$ cat src/rtl/sdram_pkg.sv
// Shared types and constants for the split-DQ SDR SDRAM controller.
package sdram_pkg;

  // Controller states. S_WAIT is a generic delay state that counts down
  // wait_cnt and then jumps to the state held in ret_state.
  typedef enum logic [3:0] {
    S_INIT_WAIT,
    S_INIT_PRE,
    S_INIT_REF1,
    S_INIT_REF2,
    S_INIT_MODE,
    S_IDLE,
    S_REFRESH,
    S_WR_ACT,
    S_WR_CMD,
    S_RD_ACT,
    S_RD_CMD,
    S_RD_DATA,
    S_WAIT
  } state_t;

  // Commands as {CS_N, RAS_N, CAS_N, WE_N}.
  localparam logic [3:0] CMD_NOP       = 4'b0111;
  localparam logic [3:0] CMD_PRECHARGE = 4'b0010;
  localparam logic [3:0] CMD_REFRESH   = 4'b0001;
  localparam logic [3:0] CMD_LOAD_MODE = 4'b0000;
  localparam logic [3:0] CMD_ACTIVE    = 4'b0011;
  localparam logic [3:0] CMD_READ      = 4'b0101;
  localparam logic [3:0] CMD_WRITE     = 4'b0100;

  // Burst length 1, sequential, CAS latency 2, burst write.
  localparam logic [12:0] MODE_REG = 13'h020;

  // Word address = {bank, row, column}.
  localparam int BANK_W = 2;
  localparam int ROW_W  = 13;
  localparam int COL_W  = 7;
  localparam int ADDR_W = BANK_W + ROW_W + COL_W;
  localparam int DATA_W = 16;
  localparam int CNT_W  = 16;

  // Column address with A10 set so the access auto-precharges.
  function automatic logic [12:0] col_ap(input logic [COL_W-1:0] col);
    return {2'b00, 1'b1, 3'b000, col};
  endfunction

endpackage

$ cat src/rtl/sdram_ctrl_split_dq.sv
// Single-port SDR SDRAM controller: init, periodic refresh, and single-word
// write/read accesses with auto-precharge. Data bus split into dq_read/dq_write.
// Request handshake: iwrite_req/iread_req are levels held by the requester;
// the controller accepts in IDLE and answers with a one-cycle ack pulse
// (owrite_ack with the WRITE command, oread_ack with valid oread_data).
module sdram_ctrl_split_dq
  import sdram_pkg::*;
#(
  parameter int INIT_WAIT      = 50,
  parameter int T_RP           = 2,
  parameter int T_RFC          = 7,
  parameter int T_RCD          = 2,
  parameter int T_WR           = 2,
  parameter int CAS_LATENCY    = 2,
  parameter int REFRESH_PERIOD = 390
) (
  input  logic        iclk,
  input  logic        ireset,
  input  logic        iwrite_req,
  input  logic [21:0] iwrite_address,
  input  logic [15:0] iwrite_data,
  output logic        owrite_ack,
  input  logic        iread_req,
  input  logic [21:0] iread_address,
  output logic [15:0] oread_data,
  output logic        oread_ack,
  output logic [12:0] DRAM_ADDR,
  output logic [1:0]  DRAM_BA,
  output logic        DRAM_CAS_N,
  output logic        DRAM_CKE,
  output logic        DRAM_CLK,
  output logic        DRAM_CS_N,
  input  logic [15:0] dq_read,
  output logic [15:0] dq_write,
  output logic        DRAM_LDQM,
  output logic        DRAM_RAS_N,
  output logic        DRAM_UDQM,
  output logic        DRAM_WE_N
);

  state_t             state, state_d, ret_state, ret_d;
  logic [CNT_W-1:0]   wait_cnt, cnt_d;
  logic [CNT_W-1:0]   refresh_cnt;
  logic               refresh_due, init_done;
  logic [ADDR_W-1:0]  lat_addr;
  logic [DATA_W-1:0]  lat_data;
  logic               accept_wr, accept_rd;

  logic [3:0]         cmd_q, cmd_d;
  logic [12:0]        addr_q, addr_d;
  logic [1:0]         ba_q, ba_d;
  logic [15:0]        dq_write_q, dq_write_d, rdata_q, rdata_d;
  logic               wack_q, wack_d, rack_q, rack_d, dqm_q, cke_q;

  // State, wait counter and return-state registers.
  always_ff @(posedge iclk) begin
    if (ireset) begin
      state     <= S_INIT_WAIT;
      ret_state <= S_INIT_WAIT;
      wait_cnt  <= CNT_W'(INIT_WAIT - 1);
    end else begin
      state     <= state_d;
      ret_state <= ret_d;
      wait_cnt  <= cnt_d;
    end
  end

  // Next-state logic and next values for the registered pins.
  always_comb begin
    state_d    = state;
    ret_d      = ret_state;
    cnt_d      = wait_cnt;
    cmd_d      = CMD_NOP;
    addr_d     = '0;
    ba_d       = '0;
    dq_write_d = '0;
    wack_d     = 1'b0;
    rack_d     = 1'b0;
    rdata_d    = rdata_q;
    accept_wr  = 1'b0;
    accept_rd  = 1'b0;
    case (state)
      S_INIT_WAIT: begin
        if (wait_cnt == '0) state_d = S_INIT_PRE;
        else                cnt_d   = wait_cnt - 1'b1;
      end
      S_INIT_PRE: begin
        cmd_d   = CMD_PRECHARGE;
        addr_d  = 13'h400;
        cnt_d   = CNT_W'(T_RP - 1);
        ret_d   = S_INIT_REF1;
        state_d = S_WAIT;
      end
      S_INIT_REF1: begin
        cmd_d   = CMD_REFRESH;
        cnt_d   = CNT_W'(T_RFC - 1);
        ret_d   = S_INIT_REF2;
        state_d = S_WAIT;
      end
      S_INIT_REF2: begin
        cmd_d   = CMD_REFRESH;
        cnt_d   = CNT_W'(T_RFC - 1);
        ret_d   = S_INIT_MODE;
        state_d = S_WAIT;
      end
      S_INIT_MODE: begin
        cmd_d   = CMD_LOAD_MODE;
        addr_d  = MODE_REG;
        cnt_d   = CNT_W'(1);
        ret_d   = S_IDLE;
        state_d = S_WAIT;
      end
      S_IDLE: begin
        if (refresh_due) begin
          state_d = S_REFRESH;
        end else if (iwrite_req) begin
          accept_wr = 1'b1;
          state_d   = S_WR_ACT;
        end else if (iread_req) begin
          accept_rd = 1'b1;
          state_d   = S_RD_ACT;
        end
      end
      S_REFRESH: begin
        cmd_d   = CMD_REFRESH;
        cnt_d   = CNT_W'(T_RFC - 1);
        ret_d   = S_IDLE;
        state_d = S_WAIT;
      end
      S_WR_ACT, S_RD_ACT: begin
        cmd_d   = CMD_ACTIVE;
        ba_d    = lat_addr[21:20];
        addr_d  = lat_addr[19:7];
        cnt_d   = CNT_W'(T_RCD - 1);
        ret_d   = (state == S_WR_ACT) ? S_WR_CMD : S_RD_CMD;
        state_d = S_WAIT;
      end
      S_WR_CMD: begin
        cmd_d      = CMD_WRITE;
        ba_d       = lat_addr[21:20];
        addr_d     = col_ap(lat_addr[6:0]);
        dq_write_d = lat_data;
        wack_d     = 1'b1;
        cnt_d      = CNT_W'(T_WR + T_RP - 1);
        ret_d      = S_IDLE;
        state_d    = S_WAIT;
      end
      S_RD_CMD: begin
        cmd_d   = CMD_READ;
        ba_d    = lat_addr[21:20];
        addr_d  = col_ap(lat_addr[6:0]);
        cnt_d   = CNT_W'(CAS_LATENCY - 1);
        ret_d   = S_RD_DATA;
        state_d = S_WAIT;
      end
      S_RD_DATA: begin
        rdata_d = dq_read;
        rack_d  = 1'b1;
        cnt_d   = CNT_W'(T_RP - 1);
        ret_d   = S_IDLE;
        state_d = S_WAIT;
      end
      S_WAIT: begin
        if (wait_cnt <= CNT_W'(1)) state_d = ret_state;
        else                       cnt_d   = wait_cnt - 1'b1;
      end
      default: state_d = S_INIT_WAIT;
    endcase
  end

  // Latch the accepted request so later input changes cannot disturb it.
  always_ff @(posedge iclk) begin
    if (ireset) begin
      lat_addr <= '0;
      lat_data <= '0;
    end else if (accept_wr) begin
      lat_addr <= iwrite_address;
      lat_data <= iwrite_data;
    end else if (accept_rd) begin
      lat_addr <= iread_address;
    end
  end

  // Refresh timer: free-runs from the first IDLE cycle; a new due wins over the clear.
  always_ff @(posedge iclk) begin
    if (ireset) begin
      init_done   <= 1'b0;
      refresh_cnt <= '0;
      refresh_due <= 1'b0;
    end else begin
      if (state == S_IDLE) init_done <= 1'b1;
      if (state == S_REFRESH) refresh_due <= 1'b0;
      if (init_done || state == S_IDLE) begin
        if (refresh_cnt == CNT_W'(REFRESH_PERIOD - 1)) begin
          refresh_cnt <= '0;
          refresh_due <= 1'b1;
        end else begin
          refresh_cnt <= refresh_cnt + 1'b1;
        end
      end
    end
  end

  // Registered pins and user-side outputs.
  always_ff @(posedge iclk) begin
    if (ireset) begin
      cmd_q      <= 4'b1111;
      addr_q     <= '0;
      ba_q       <= '0;
      dq_write_q <= '0;
      rdata_q    <= '0;
      wack_q     <= 1'b0;
      rack_q     <= 1'b0;
      dqm_q      <= 1'b1;
      cke_q      <= 1'b1;
    end else begin
      cmd_q      <= cmd_d;
      addr_q     <= addr_d;
      ba_q       <= ba_d;
      dq_write_q <= dq_write_d;
      rdata_q    <= rdata_d;
      wack_q     <= wack_d;
      rack_q     <= rack_d;
      if (state == S_IDLE) dqm_q <= 1'b0;
      cke_q      <= 1'b1;
    end
  end

  assign {DRAM_CS_N, DRAM_RAS_N, DRAM_CAS_N, DRAM_WE_N} = cmd_q;
  assign DRAM_ADDR  = addr_q;
  assign DRAM_BA    = ba_q;
  assign DRAM_LDQM  = dqm_q;
  assign DRAM_UDQM  = dqm_q;
  assign DRAM_CKE   = cke_q;
  assign DRAM_CLK   = ~iclk;
  assign dq_write   = dq_write_q;
  assign oread_data = rdata_q;
  assign owrite_ack = wack_q;
  assign oread_ack  = rack_q;

endmodule

$ cat config.mk
export PLATFORM = sky130hd
export DESIGN_NAME = sdram_ctrl_split_dq
export DESIGN_NICKNAME = d
export VERILOG_FILES = /design/src/rtl/sdram_pkg.sv /design/src/rtl/sdram_ctrl_split_dq.sv
export SDC_FILE = /design/constraint.sdc
export NUM_CORES = 1
export LEC_CHECK = 0
export ABC_AREA = 1
export BUFFER_PORTS_ARGS = -buffer_cell sky130_fd_sc_hd__buf_2
export CAP_MARGIN = 0
export CORE_ASPECT_RATIO = 0.7
export CORE_UTILIZATION = 50
export CTS_CLUSTER_DIAMETER = 50
export DETAILED_ROUTE_END_ITERATION = 6
export GPL_TIMING_DRIVEN = 0
export PLACE_DENSITY_LB_ADDON = 0.1
export SYNTH_ARGS = -nofsm -noshare
export SYNTH_HDL_FRONTEND = slang
export SYNTH_SLANG_ARGS = --single-unit
export TNS_END_PERCENT = 20
$ cat constraint.sdc
create_clock -name iclk -period 2.2 [get_ports iclk]
set_input_delay 0.44 -clock iclk [delete_from_list [all_inputs] [get_ports iclk]]
set_output_delay 0.44 -clock iclk [all_outputs]
set_load 0.005 [all_outputs]
==> impl_metrics.py <==
metrics = {
    "placed_design": {
        "dp_hpwl_um": 10700,
        "dp_worst_setup_slack_ps": 154,
        "port_buffers": 135,
        "gp_congestion": 0.903,
    },
    "global_routing": {
        "antenna_found_initial": 0,
        "grt_pass1_wl_um": 24700,
        "grt_max_degree": 19,
        "grt_overflow": 0,
        "first_global_vias": 5203,
        "gr-usage-all-layers": 0.265,
    },
    "die": {
        "io_pins": 137,
        "initial_core_util": 0.517,
        "fp.dieArea_sq_um": 12000,
        "die_w_um": 130,
        "rows": 32,
        "die_y_um": 91.8,
        "core_sq_um": 11100,
    },
    "cts": {
        "cts_max_level": 4,
        "ctsRootBufferMaster": "clkbuf_16",
        "cts_tree": "yes",
        "clockBufferDepth": 2,
        "clk_pin_slew_ps": 70,
        "cts_buffers": 17,
        "clk-insertion-delay-late_ps": 430,
        "hold_buffers": 0,
    },
    "synthesis": {
        "synth_top_cells_by_area": "dfxtp_1, a21oi_1, nor2_1",
        "async_reset_ff_frac": 0,
        "yosysWarnings": 0,
        "synth_nets": 885,
        "syn_area_sq_um": 5760,
        "ys_top_cells_by_count": "dfxtp_1, nor2_1, nand2_1",
        "yosysTopAreaCellShare": 0.466,
        "synth_area_per_cell_sq_um": 7.19,
        "ys_types": 34,
        "ys_seq_elements": 134,
        "syn_inst": 801,
        "synth_ff_type": "dfxtp_1",
        "yosysTopAreaCell": "dfxtp_1",
        "yosysSeqAreaShare": 0.466,
        "post-synth-top-count-cell": "dfxtp_1",
        "synth-edff-count": 0,
    },
    "worst_setup_path": {
        "worst-path-max-fanout": 16,
        "path_class": "clk -> out",
        "worstSetupStartpointType": "clock port",
        "worstPathRequired_ps": 1760,
        "crit_arrival_ps": 1650,
        "end_kind": "output pin",
    },
    "layout": {
        "n_antenna_cell": 0,
        "drive_gt1_frac": 0.227,
        "fillers": 1038,
        "syn_to_final_growth_pct": 26.1,
        "fin_nets": 1041,
        "final_util": 0.652,
    },
    "sta": {
        "tightest_slew_ps": 720,
        "rsz0062_at_grt": "no",
        "finClkSkew_ps": 9.76,
        "hold_viol": 0,
        "setup_viol": 0,
        "drv_slew": 0,
        "setup_ws_ps": 107,
        "fin_tns_setup_ps": 0,
        "relSlewSlack": 0.518,
    },
    "drt": {
        "vias": 5618,
        "via_per_inst": 5.00,
        "drc": 0,
        "drtPass1Iterations": 5,
        "wl_per_cell_um": 13.4,
        "drtAntennaViolNets": 0,
        "wl_um": 15000,
        "drt_iter0_drc": 373,
    },
    "pwr": {
        "vdd_drop_max_mv": 0.531,
        "p_leak_uw": 0.00319,
        "power_density_nw_per_um2": 767,
    },
    "run_status": {
        "status": "finished, final reports clean",
    },
    "worst_hold_path": {
        "hp-class": "in -> reg",
    },
    "run": {
        "drv_cap": 0,
    },
}
[placed cells by master (no fill, tap or decap), drive strengths merged, types with 2 or more instances in the layout]
cell and n:
nor2 141, clkbuf 36, dfxtp 134, nand2 134, clkinv 9, ha 4, nand3 38, nor3 13
a211oi 2, or2 3, o21ai 79, nand4 11, a21oi 100, buf 151, a22oi 6, inv 102
[repair_timing]
| item | in CTS | in global routing |
|---|---|---|
| gates resized for setup | 0 | 1 |
| buffers inserted | 0 | 2 |
| setup endpoints to repair | 0 | 4 |
| hold endpoints to repair | 0 | 0 |
[critical path: stages]
cell,delay [ps]
clkbuf_16,200
clkbuf_16,190
inv_1,50
buf_2,100
[metrics by stage]
stage / hold slack (ps) / instances / cell area [sq um] / power [uW]
6_report: 152 / 1123 / 7260 / 5570
5_1_grt: 149 / 1123 / 7260 / 5730
4_1_cts: 143 / 1121 / 7240 / 5590
3_5_place_dp: 423 / 1089 / 6630 / 2750
3_3_place_gp: 427 / 1089 / 6630 / 2750
2_1_floorplan: 408 / 801 / 5760 / 2630
[cells by family (layout without fill, tap and decap cells)]
kind of cell / count (synthesis) / after routing / share of synthesized area
compound gates: 192 / 192 / 0.173
xor+xnor: 1 / 1 / 0.00152
fa+ha+maj: 4 / 4 / 0.00869
buf+inv: 129 / 298 / 0.0919
flops: 134 / 134 / 0.466
other cells: 1 / 1 / 0.000651
simple gates: 340 / 340 / 0.258
[sequential cells by signal, indices dropped and copies added (netlist names)]
register and cells:
refresh_due 1, refresh_cnt 16, DRAM_BA 2, wait_cnt 16
cmd_q 4, ret_state 4, oread_data 16, dq_write 16
lat_data 16, state 4, init_done 1, DRAM_LDQM 1
DRAM_ADDR 13, oread_ack 1, lat_addr 22, owrite_ack 1
[report_power, final]
group          internal (uW)  switching [uW]  total, uW
registers               2440            16.0       2450
clock network           1560            1330       2900
logic                   93.6             122        216
total                   4100            1470       5570
[worst paths after layout]
kind,slack (ps),end,start,cells past startpoint
max reg2reg,220,wait_cnt[11],wait_cnt[0],10
min reg2reg,430,dq_write[12],lat_data[12],2
min,150,cmd_q[3],ireset,1
max,110,DRAM_CLK,iclk,4
[layout make-up]
type,instances,area (sq um),area share
flip-flops and latches,134,2680,0.369
multi-input cells,538,2550,0.351
repair buffers,136,686,0.0944
clock buffers,18,430,0.0593
inverters,95,357,0.0491
clock inverters,16,198,0.0272
well taps,153,191,0.0264
plain buffers,33,171,0.0236
[layer usage]
metal	part of all wire	GRT usage	wire (um)	up-vias
met2	0.41	0.371	6160	147
met1	0.52	0.391	7770	2540
met4	0.014	0.0901	211	0
met3	0.059	0.0665	891	21
met5	0	0	0	-
li1	-	-	-	2910
Power figures use the tool's default switching activity.
